==> src/rtl/lsu_pkg.sv <==
// Shared load/store unit definitions: op encodings (also used by decode), FSM states
// and small helpers for access size and alignment.
// Optional feature macro: LSU_ALIGN_CHECK_EN (adds the FAULT state).
package lsu_pkg;

    typedef enum logic [2:0] {
        LSU_LB  = 3'd0,
        LSU_LBU = 3'd1,
        LSU_LH  = 3'd2,
        LSU_LHU = 3'd3,
        LSU_LW  = 3'd4,
        LSU_SB  = 3'd5,
        LSU_SH  = 3'd6,
        LSU_SW  = 3'd7
    } lsu_op_t;

    typedef enum logic [1:0] {
        StIdle = 2'd0,
        StBusy = 2'd1,
        StDone = 2'd2
`ifdef LSU_ALIGN_CHECK_EN
        ,
        StFault = 2'd3
`endif
    } lsu_state_t;

    localparam logic [3:0] LSU_BE_ALL = 4'b1111;

    function automatic logic lsu_is_store(lsu_op_t op);
        return (op == LSU_SB) || (op == LSU_SH) || (op == LSU_SW);
    endfunction

    // Low address bits that are illegal for the access size.
    function automatic logic lsu_misaligned(lsu_op_t op, logic [1:0] a);
        unique case (op)
            LSU_LH, LSU_LHU, LSU_SH: return a[0];
            LSU_LW, LSU_SW:          return a != 2'b00;
            default:                 return 1'b0;
        endcase
    endfunction

    // Clear the low bits the access size does not allow (align down).
    function automatic logic [1:0] lsu_align(lsu_op_t op, logic [1:0] a);
        unique case (op)
            LSU_LH, LSU_LHU, LSU_SH: return {a[1], 1'b0};
            LSU_LW, LSU_SW:          return 2'b00;
            default:                 return a;
        endcase
    endfunction

endpackage

==> src/rtl/lsu_lane_mux.sv <==
// Combinational lane logic for the load/store unit.
// Ports: op_i/a_i (op and byte offset), wdata_i (store data), rdata_i (memory read data),
//        be_o (byte enables), wdata_o (lane-replicated store data), ld_data_o (extended load).
module lsu_lane_mux
    import lsu_pkg::*;
(
    input  lsu_op_t     op_i,
    input  logic [1:0]  a_i,
    input  logic [31:0] wdata_i,
    input  logic [31:0] rdata_i,
    output logic [3:0]  be_o,
    output logic [31:0] wdata_o,
    output logic [31:0] ld_data_o
);

    logic [7:0]  byte_sel;
    logic [15:0] half_sel;

    assign byte_sel = rdata_i[{a_i, 3'b000} +: 8];
    assign half_sel = a_i[1] ? rdata_i[31:16] : rdata_i[15:0];

    always_comb begin
        be_o      = LSU_BE_ALL;
        wdata_o   = wdata_i;
        ld_data_o = rdata_i;
        unique case (op_i)
            LSU_LB:  ld_data_o = {{24{byte_sel[7]}}, byte_sel};
            LSU_LBU: ld_data_o = {24'd0, byte_sel};
            LSU_LH:  ld_data_o = {{16{half_sel[15]}}, half_sel};
            LSU_LHU: ld_data_o = {16'd0, half_sel};
            LSU_LW:  ld_data_o = rdata_i;
            LSU_SB: begin
                be_o    = 4'b0001 << a_i;
                wdata_o = {4{wdata_i[7:0]}};
            end
            LSU_SH: begin
                be_o    = a_i[1] ? 4'b1100 : 4'b0011;
                wdata_o = {2{wdata_i[15:0]}};
            end
            LSU_SW:  ;
            default: ;
        endcase
    end

endmodule

==> src/rtl/load_store_unit.sv <==
// Memory-stage load/store unit: one byte/half/word access per transaction over a
// req/ready handshake, stalling execute via ex_ready while busy.
// Ports: clk/reset (sync active-high); ex_* op from execute; mem_* memory handshake;
//        done/wb_we/wb_rd/wb_data toward writeback; fault misalignment pulse.
// Optional feature macro: LSU_ALIGN_CHECK_EN -- misaligned accesses fault instead of
// being aligned down.
module load_store_unit
    import lsu_pkg::*;
#(
    parameter int unsigned ADDR_W = 32
) (
    input  logic              clk,
    input  logic              reset,
    input  logic              ex_valid,
    output logic              ex_ready,
    input  logic [2:0]        ex_op,
    input  logic [ADDR_W-1:0] ex_addr,
    input  logic [31:0]       ex_wdata,
    input  logic [4:0]        ex_rd,
    output logic              mem_req,
    output logic              mem_we,
    output logic [ADDR_W-1:0] mem_addr,
    output logic [3:0]        mem_be,
    output logic [31:0]       mem_wdata,
    input  logic              mem_ready,
    input  logic [31:0]       mem_rdata,
    output logic              done,
    output logic              wb_we,
    output logic [4:0]        wb_rd,
    output logic [31:0]       wb_data,
    output logic              fault
);

    lsu_state_t        state_q, state_d;
    lsu_op_t           op_q;
    logic [ADDR_W-1:0] addr_q;
    logic [31:0]       wdata_q;
    logic [4:0]        rd_q;
    logic [31:0]       wb_data_q;

    lsu_op_t     ex_op_t;
    logic        busy;
    logic [3:0]  lane_be;
    logic [31:0] lane_wdata;
    logic [31:0] ld_data;

    assign ex_op_t = lsu_op_t'(ex_op);
    assign busy    = (state_q == StBusy);

    lsu_lane_mux u_lane_mux (
        .op_i      (op_q),
        .a_i       (addr_q[1:0]),
        .wdata_i   (wdata_q),
        .rdata_i   (mem_rdata),
        .be_o      (lane_be),
        .wdata_o   (lane_wdata),
        .ld_data_o (ld_data)
    );

    always_ff @(posedge clk) begin
        if (reset) begin
            state_q   <= StIdle;
            op_q      <= LSU_LB;
            addr_q    <= '0;
            wdata_q   <= '0;
            rd_q      <= '0;
            wb_data_q <= '0;
        end else begin
            state_q <= state_d;
            if (state_q == StIdle && ex_valid) begin
                op_q    <= ex_op_t;
                // Aligning down is harmless when the check is on: misaligned ops fault.
                addr_q  <= {ex_addr[ADDR_W-1:2], lsu_align(ex_op_t, ex_addr[1:0])};
                wdata_q <= ex_wdata;
                rd_q    <= ex_rd;
            end
            if (busy && mem_ready && !lsu_is_store(op_q)) begin
                wb_data_q <= ld_data;
            end
        end
    end

    always_comb begin
        state_d  = state_q;
        ex_ready = 1'b0;
        mem_req  = 1'b0;
        done     = 1'b0;
        wb_we    = 1'b0;
        fault    = 1'b0;
        unique case (state_q)
            StIdle: begin
                ex_ready = 1'b1;
                if (ex_valid) begin
`ifdef LSU_ALIGN_CHECK_EN
                    state_d = lsu_misaligned(ex_op_t, ex_addr[1:0]) ? StFault : StBusy;
`else
                    state_d = StBusy;
`endif
                end
            end
            StBusy: begin
                mem_req = 1'b1;
                if (mem_ready) begin
                    state_d = StDone;
                end
            end
            StDone: begin
                done    = 1'b1;
                wb_we   = !lsu_is_store(op_q) && (rd_q != 5'd0);
                state_d = StIdle;
            end
`ifdef LSU_ALIGN_CHECK_EN
            StFault: begin
                fault   = 1'b1;
                state_d = StIdle;
            end
`endif
            default: state_d = StIdle;
        endcase
    end

    // Memory-side outputs are driven only while a request is outstanding.
    assign mem_we    = busy && lsu_is_store(op_q);
    assign mem_addr  = busy ? {addr_q[ADDR_W-1:2], 2'b00} : '0;
    assign mem_be    = busy ? lane_be : 4'b0000;
    assign mem_wdata = busy ? lane_wdata : 32'd0;
    assign wb_rd     = rd_q;
    assign wb_data   = wb_data_q;

endmodule

==> config.mk <==
export PLATFORM = sky130hd
export DESIGN_NAME = load_store_unit
export DESIGN_NICKNAME = d
export VERILOG_FILES = /design/src/rtl/lsu_pkg.sv /design/src/rtl/lsu_lane_mux.sv /design/src/rtl/load_store_unit.sv
export SDC_FILE = /design/constraint.sdc
export NUM_CORES = 1
export LEC_CHECK = 0
export BUFFER_PORTS_ARGS = -buffer_cell sky130_fd_sc_hd__clkbuf_2
export CAP_MARGIN = 20
export CORE_MARGIN = 2
export CORE_UTILIZATION = 48
export CTS_CLUSTER_DIAMETER = 60
export DETAILED_ROUTE_END_ITERATION = 10
export HOLD_SLACK_MARGIN = 0.05
export PLACE_DENSITY = 0.83
export SYNTH_ARGS = -nofsm -noshare
export SYNTH_HDL_FRONTEND = slang
export SYNTH_SLANG_ARGS = --single-unit
==> constraint.sdc <==
create_clock -name clk -period 2.05 [get_ports clk]
set_input_delay 0.205 -clock clk [delete_from_list [all_inputs] [get_ports clk]]
set_output_delay 0.205 -clock clk [all_outputs]
set_load 0.02 [all_outputs]
After elaboration in Yosys (flattened, before gate mapping)
Index checks and enable logic that the tools add are counted.
{"block": "word_totals", "register_bits": 106, "wordCells": 53}
{"block": "classes", "eq_ne": 15, "shift": 2, "n_mux": 16, "n_reduce_logical": 14}
{"cell": "$pmux 32 s4", "count": 1}
{"cell": "$mux 32", "count": 2}
{"cell": "$pmux 32 s2", "count": 1}
{"cell": "$shiftx 32x6->8", "count": 1}
{"cell": "$eq 3x3->1 const B", "count": 6}
{"cell": "$mux 16", "count": 1}
{"cell": "$eq 3x2->1 const B", "count": 4}
{"cell": "$mux 4", "count": 2}
{"cell": "$pmux 2 s2", "count": 2}
{"cell": "$pmux 4 s2", "count": 1}
{"cell": "$logic_and 1x1->1", "count": 5}
{"cell": "$reduce_bool 5->1", "count": 1}
{"cell": "$mux 1", "count": 4}
{"cell": "$mux 2", "count": 2}
{"cell": "$ne 2x2->1 const B", "count": 2}
{"cell": "$shl 1x2->4 const A", "count": 1}
{"cell": "$eq 3x1->1 const B", "count": 1}
{"cell": "$logic_not 3->1", "count": 1}
{"cell": "$reduce_or 3->1", "count": 1}
{"cell": "$eq 2x1->1 const B", "count": 1}
{"cell": "$eq 2x2->1 const B", "count": 1}
{"cell": "$logic_not 2->1", "count": 1}
{"cell": "$logic_or 1x1->1", "count": 2}
{"cell": "$reduce_and 2->1", "count": 1}
{"cell": "2 further kinds", "count": 2}

Logic depth before layout (Yosys ltp)
Gate-level depths: netlist of run 1.
{"block": "logic_depth", "ltp_word": 6, "depth_mapped": 7, "mapped_depth_nobuf": 5}

Hierarchy
A second synthesis of run 1 with hierarchy kept.
{"block": "hier_totals", "hier_cells": 731, "hier_area_um2": 5879.4}
{"module": "load_store_unit", "n_inst": 1, "cells_per_inst": 549, "area_per_inst_um2": 4595.7, "seq_area_each_um2": 2122.0}
{"module": "lsu_lane_mux", "n_inst": 1, "cells_per_inst": 182, "area_per_inst_um2": 1283.7, "seq_area_each_um2": 0.0}

Worst setup path after synthesis of run 1
Ideal clock, no wire load.
{"block": "synth_path", "kind": "register -> output", "startpoint": "register op_q[2]", "endpoint": "output port mem_wdata[16]", "arrival_time_ps": 1566, "path_slack_ps": 279, "stages_incl_launch_ff": 8, "n_path_buf": 3, "path_cell_list": "dfxtp_1 > buf_2 > and3b_1 > buf_2 > nor2_4 > buf_4 > nand2_1 > a21oi_1"}
{"block": "synth_via", "elab_chain_len": 3, "word_cells_on_any_way": 4, "cone_classes": "eq/ne: 2; mux: 2"}
{"element": "start: declaration", "line_no": "load_store_unit.sv:35", "source": "lsu_op_t op_q;"}
{"element": "start signal: assignment", "line_no": "load_store_unit.sv:71", "source": "op_q <= ex_op_t;"}
{"element": "$eq 3x3->1", "line_no": "lsu_lane_mux.sv:26", "source": "unique case (op_i)"}
{"element": "$pmux 32 s2 (*)", "line_no": "lsu_lane_mux.sv:26"}
{"element": "$mux 32 (*)", "line_no": "load_store_unit.sv:126", "source": "assign mem_wdata = busy ? lane_wdata : 32'd0;"}
{"element": "end: declaration", "line_no": "load_store_unit.sv:24", "source": "output logic [31:0] mem_wdata,"}
Mark *: on every way between the ends. The rest lies on a longest branch, timed or not.

Worst setup path in the final report of run 1
{"block": "layout_path", "startpoint": "register op_q[0]", "endpoint": "output port mem_wdata[31]"}
Same word-level chain as after synthesis.

==> results of run 1 <==
cell families after synthesis:
family	after synthesis
AND/OR/NAND/NOR	327
AO/OA/AOI/OAI	161
flip-flops	106
buffers and inverters	60
multiplexers	11
XOR/XNOR	1
other	1
tightest hold or removal path, stage by stage:
cell and delay (ns):
clkbuf_2 0.08, nand2_1 0.04, a21oi_1 0.05
registers in the layout, summed over array words and instances (netlist names):
name     flops
wb_data     32
op_q         3
state_q      2
addr_q      32
wb_rd        5
wdata_q     32
where the power goes:
part,switching (mW),internal [mW]
registers,0.0855,2.19
clock network,0.777,0.715
logic,0.563,0.390
total,1.43,3.30
per-layer routing:
| layer | routed length [um] | share of wire [%] | vias up |
|---|---|---|---|
| met5 | 0 | 0 | - |
| met4 | 532 | 3.4 | 0 |
| met3 | 1300 | 8.3 | 44 |
| met2 | 7570 | 48 | 253 |
| met1 | 6310 | 40 | 2511 |
| li1 | - | - | 2699 |
worst max path at each step:
stage                          to  slack (ns)  cells past startpoint
floorplan           mem_wdata[16]        0.28                      7
global placement      wb_data[10]        0.29                      5
detailed placement  mem_wdata[25]        0.26                      5
CTS                 mem_wdata[18]        0.02                      6
global route            mem_be[3]      0.0008                      5
finish              mem_wdata[31]        0.10                      6
final cells by class:
cell class | instances | area share (%)
multi-input cells | 503 | 38.1
flip-flops and latches | 106 | 30.7
repair buffers | 282 | 25.3
well taps | 136 | 2.46
clock buffers | 9 | 1.79
clock inverters | 7 | 1.55
inverters | 2 | 0.108
what timing repair did:
action	CTS	global route
cloned	0	0
setup buffers	2	0
gates resized for setup	1	4
hold buffers	48	0
pin swaps	1	0
setup endpoints to repair	16	18
endpoints found under the hold margin	48	0
Yosys cell counts:
master and number:
buf_6 4, nand4b_1 1, buf_2 10, nand3_1 1, o21ai_2 1, buf_4 7, nor3_4 1, dfxtp_1 106
a211oi_1 25, and2_1 39, nand3b_1 2, nor2_1 39, a32oi_1 1, conb_1 1, nor2_4 1, nor3_2 1
mux2i_1 10, a22oi_1 7, a21oi_1 94, nor2b_1 2, xnor2_1 1, o2bb2ai_1 1, a21oi_2 1, o21ai_0 2
clkbuf_1 36, nand2b_1 4, nand3_4 1, inv_2 1, and3b_1 2, a22o_1 7, a2111oi_2 7, buf_1 1
nor4_2 1, nor3_1 15, mux4_2 1, a31oi_1 8, nand2_1 213, and3_1 1, inv_1 1, nor2_2 1
nor4_1 1, nor4b_4 1, a21o_1 7
stage by stage:
step | instance area [sq um] | std cells | utilization [%]
2_1_floorplan | 5040 | 669 | -
4_1_cts | 6920 | 1045 | 67.6
5_1_grt | 6920 | 1045 | 67.7
3_5_place_dp | 6170 | 979 | 60.3
3_3_place_gp | 6170 | 979 | 60.3
6_report | 6920 | 1045 | 67.7
==> reports/results.ini, run 1 <==
[outcome]
status = finished, final reports clean

[cts]
clkTransAtPathRegs_ns = 0.12
clock_sinks = 106
insertion_delay_ns = 0.37
root_buffer = clkbuf_8
cts_max_level = 3
cts_tree = done
numCtsBuffers = 9
clockBufferDepth = 2

[sta]
slew_violations = 0
fin_hold_ws_ns = 0.0531
rsz0062_at_grt = false
setup_ws_ns = 0.100
slew_headroom_pct = 57.4
max_freq_mhz = 513
tightest_slew_ns = 0.638
hold_viol_final = 0
fin_worst_skew_ns = 0.0128
min_period_ns = 1.95
min_period_over_period_pct = 95.1
setup_tns_ns = 0
setup_viol = 0

[grt]
busiest_layer = met2
grt_max_degree = 107
grt_use_met1_pct = 32.2
overflow = 0
antenna_found_initial = 0
grt_pass1_vias = 5252
met2_usage_pct = 46.4
grt_usage_pct = 27.0
grt_use_met3_pct = 6.99
grt_pass1_wl_um = 24700

[min_path]
holdCritStartpoint = ex_wdata[28]
hold_path.class = in2reg
holdPathStages = 3
min_to = wdata_q[28]

[route]
via_per_inst = 5.27
drtPass1Iterations = 5
vias = 5507
drt_iter0_drc = 327
wl_um = 15700
ant_nets = 0
drc = 0
routedWlPerCell_um = 15.0

[setup_path]
cp.required_ns = 1.85
cpPeakStageDelay_ns = 0.38
r2r-end = wb_data[24]
crit_arrival_ns = 1.74
worstRegToRegCells = 4
critical-path-slowest-cell = dfxtp_2
worst_setup_path_start_kind = register
r2r-start = addr_q[1]
endpoint_kind = output port
path_cells = and3b_1 -> nor2_4 -> buf_12 -> nand2_1 -> a31oi_1 -> clkbuf_2
r2r_slack_ns = 0.25
setup.worst_path.start = op_q[0]
cpLargestDelayFamily = simple AND/OR/NAND/NOR gates
cp.buffers_inverters = 2
crit_type = reg2out
path_max_fanout = 8

[placed_design]
place.gp.congestion = 0.901
place_ws_ns = 0.264
port_buffers = 215
hpwl_um = 10600

[layout]
fillCellCount = 897
nets = 1012
areaGrowthSynthToFinish_pct = 37.5
drive_above_1_share_pct = 30.3
antennaDiodeCount = 0
final_common_cell = clkbuf_2
regArea_sq_um = 2130
layout_common_cells = clkbuf_2, nand2_1, dfxtp_1, a21oi_1, dlygate4sd3_1
multi_input_area_sq_um = 2640

[power_and_ir_drop]
cellLeakagePower_nw = 3.09
powerDensity_nw_per_um2 = 682
p_total_mw = 4.72
peakVddDrop_v = 0.000537

[synth]
synth-compound-area-share_pct = 20.4
synth_area_per_cell_sq_um = 7.55
synth_top_area_share_pct = 42.1
synth_seq_area_share_pct = 42.1
syn-instance-count = 667
synthTopCellsByArea = dfxtp_1, nand2_1, a21oi_1, and2_1, a211oi_1
muxShareOfSynthArea_pct = 2.44
ys_types = 43
synth_fa_ha_area_share_pct = 0
synth_largest_area_cell = dfxtp_1
yosys_warnings = 0
yosys.area_share.xor_xnor_pct = 0.174
synthSimpleGateAreaFrac_pct = 29.0
syn-cell-area_sq_um = 5030
synth_top_family_by_area = simple AND/OR/NAND/NOR gates
ys_ff_latch = 106

[die]
start_util_pct = 49.2
die_width_um = 106
io_pins = 219
die_y_um = 106
rows = 37
die_area_sq_um = 11300
coreArea_sq_um = 10200

[flow_run]
cap_viol_max_count = 0

Note: power is estimated with default switching activity, not from simulation.
==> run 2: changes to the inputs <==
--- a/config.mk
+++ b/config.mk
@@ -8,11 +8,11 @@
 export BUFFER_PORTS_ARGS = -buffer_cell sky130_fd_sc_hd__clkbuf_2
 export CAP_MARGIN = 20
 export CORE_MARGIN = 2
-export CORE_UTILIZATION = 48
+export CORE_UTILIZATION = 43
 export CTS_CLUSTER_DIAMETER = 60
 export DETAILED_ROUTE_END_ITERATION = 10
 export HOLD_SLACK_MARGIN = 0.05
-export PLACE_DENSITY = 0.83
+export PLACE_DENSITY = 0.78
 export SYNTH_ARGS = -nofsm -noshare
 export SYNTH_HDL_FRONTEND = slang
 export SYNTH_SLANG_ARGS = --single-unit
==> constraint.sdc (replaced) <==
create_clock -name clk -period 1.6 [get_ports clk]
set_input_delay 0.16 -clock clk [delete_from_list [all_inputs] [get_ports clk]]
set_output_delay 0.16 -clock clk [all_outputs]
set_load 0.02 [all_outputs]
==> run 2 against run 1 <==
  * The flow now finishes with violations (setup timing)
  * Sequential power increased by 29%
  * Global-route usage increased by 3.2 points
  * Largest power group unchanged
  * Largest cell class unchanged
  * Design area increased by 24%
  * Routed wire length increased by 32%
  * Count of clock-buffer cells in the layout unchanged
  * Core utilization increased by 7.7 points
  * Clock power increased by 44%
  * Critical path type unchanged
  * Register-to-register slack got worse by 0.33 ns
==> reports/results.ini, run 2 (synthesis results as in run 1) <==
[layout]
nets = 1069  ; +5.6%
design_area_sq_um = 8600  ; +24%
layout_common_cells = nand2_1, clkbuf_2, dfxtp_1, a21oi_1, dlygate4sd3_1
drive_above_1_share_pct = 42.8  ; +13 points
multi_input_area_sq_um = 3110  ; +18%
final_common_cell = nand2_1
fillCellCount = 713  ; -21%
regArea_sq_um = 2140  ; +0.47%
utilization_pct = 75.3  ; +7.7 points
areaGrowthSynthToFinish_pct = 70.9
antennaDiodeCount = 0  ; unchanged

[route]
routedWlPerCell_um = 18.8  ; +25%
dr_wl_met2_um = 10300  ; +36%
via_per_inst = 5.66  ; +7.4%
drt_iter0_drc = 667  ; +100%
ant_nets = 0  ; unchanged
drc = 0  ; unchanged
vias = 6278  ; +14%
dr.max_layer_used = met4
wl_met1_um = 7690  ; +22%
drtPass1Iterations = 5  ; unchanged
wl_um = 20800  ; +32%
met3WireLength_um = 1740  ; +34%

[setup_path]
critical-path-slowest-cell = dfxtp_2
worstRegToRegCells = 6  ; +2
cp.required_ns = 1.44  ; -0.41 ns
endpoint_kind = output port
path_max_fanout = 18  ; +10
crit_arrival_ns = 1.76  ; +0.02 ns
cp.buffers_inverters = 2  ; unchanged
crit_type = reg2out
path_cells = and3b_2 -> nor2_4 -> buf_12 -> nand2_1 -> a31oi_2 -> clkbuf_8
cpPeakStageDelay_ns = 0.37  ; about the same
worst_setup_path_start_kind = register
cpLargestDelayFamily = simple AND/OR/NAND/NOR gates
cp.depth = 6  ; unchanged

[sta]
slew_violations = 0  ; unchanged
slew_headroom_pct = 63.2  ; +5.9 points
rsz0062_at_grt = true
setup_ws_ns = -0.322  ; -0.422 ns
tightest_slew_ns = 0.552  ; -0.0860 ns
min_period_over_period_pct = 120
hold_viol_final = 0  ; unchanged
max_freq_mhz = 520
fin_hold_ws_ns = 0.0743  ; +0.0212 ns
min_period_ns = 1.92
setup_tns_ns = -8.45  ; -8.45 ns
setup_viol = 59  ; +59
fin_worst_skew_ns = 0.00517  ; -0.00767 ns

[cts]
cts_tree = done
cts_max_level = 3  ; unchanged
root_buffer = clkbuf_16
clock_sinks = 106  ; unchanged
clockBufferDepth = 2  ; unchanged
numCtsBuffers = 9  ; unchanged
clkTransAtPathRegs_ns = 0.07  ; -0.05 ns
insertion_delay_ns = 0.36  ; about the same

[power_and_ir_drop]
powerDensity_nw_per_um2 = 787  ; +15%
cellLeakagePower_nw = 3.66  ; +19%
peakVddDrop_v = 0.000876  ; +63%

[grt]
antenna_found_initial = 0  ; unchanged
grt_pass1_vias = 6004  ; +14%
grt_max_degree = 42  ; -61%
grt_usage_pct = 30.2  ; +3.2 points
overflow = 0  ; unchanged
grt_pass1_wl_um = 30600  ; +24%

[placed_design]
hpwl_um = 11300  ; +6.0%
port_buffers = 215  ; unchanged
place.gp.congestion = 0.946  ; +5.0%
post_dp_cell_area_sq_um = 6420  ; +4.0%

[die]
die_area_sq_um = 12600  ; +11%
start_util_pct = 44.1  ; -5.1 points
die_y_um = 112  ; +5.4%
coreArea_sq_um = 11400  ; +12%
io_pins = 219  ; unchanged
rows = 39  ; +5.4%
die_width_um = 112  ; +5.4%

[flow_run]
cap_viol_max_count = 0  ; unchanged

[outcome]
violations = setup timing
status = finished, violations left

[min_path]
hold_path.class = in2reg
holdPathStages = 3  ; unchanged

## run 2: worst paths after layout
check | startpoint | end | slack (ns)
worst max-delay path | op_q[0] | mem_wdata[30] | -0.32
worst min register to register | addr_q[6] | addr_q[6] | 0.45
worst max register to register | op_q[0] | wb_data[2] | -0.08
worst min-delay path | ex_addr[1] | addr_q[1] | 0.07
## run 2: metrics by stage
stage / cells / setup WS (ns) / total power, mW
2_1_floorplan: 669 / 0.0109 / 3.69
3_3_place_gp: 999 / -0.0352 / 4.13
3_5_place_dp: 999 / -0.0812 / 4.15
4_1_cts: 1104 / -0.250 / 6.63
5_1_grt: 1109 / -0.369 / 7.02
6_report: 1109 / -0.322 / 6.77
## run 2: worst min-delay path: cells and delay by family
kind            cells  cell delay (ns)
buf+inv             1             0.08
simple gates        1             0.08
compound gates      1             0.07
## run 2: metal layers
layer | track usage [%] | up-vias
met5 | 0 | -
met4 | 14.1 | 0
met3 | 7.40 | 117
met2 | 53.6 | 380
met1 | 34.0 | 2962
li1 | - | 2819
## run 2: final cells by class
cell class	instances	area share, %
Clock buffer	9	2.62
Clock inverter	7	0.698
Inverter	2	0.145
Multi-Input combinational cell	504	36.2
Sequential cell	106	24.8
Tap cell	143	2.08
Timing Repair Buffer	338	33.4
## run 2: power by group
part           total [mW]  switching (mW)  leakage [nW]  internal [mW]
clock network        2.15            1.07         0.137           1.08
registers            2.93           0.128         0.872           2.80
logic                1.68           0.914          2.65          0.766
## run 2: what timing repair did
action / in CTS / in global routing
hold buffers: 70 / 0
buffers inserted: 13 / 7
gates cloned: 6 / 0
hold endpoints to repair: 70 / 0
pin swaps: 28 / 13
resized for setup: 165 / 95
setup endpoints to repair: 79 / 111
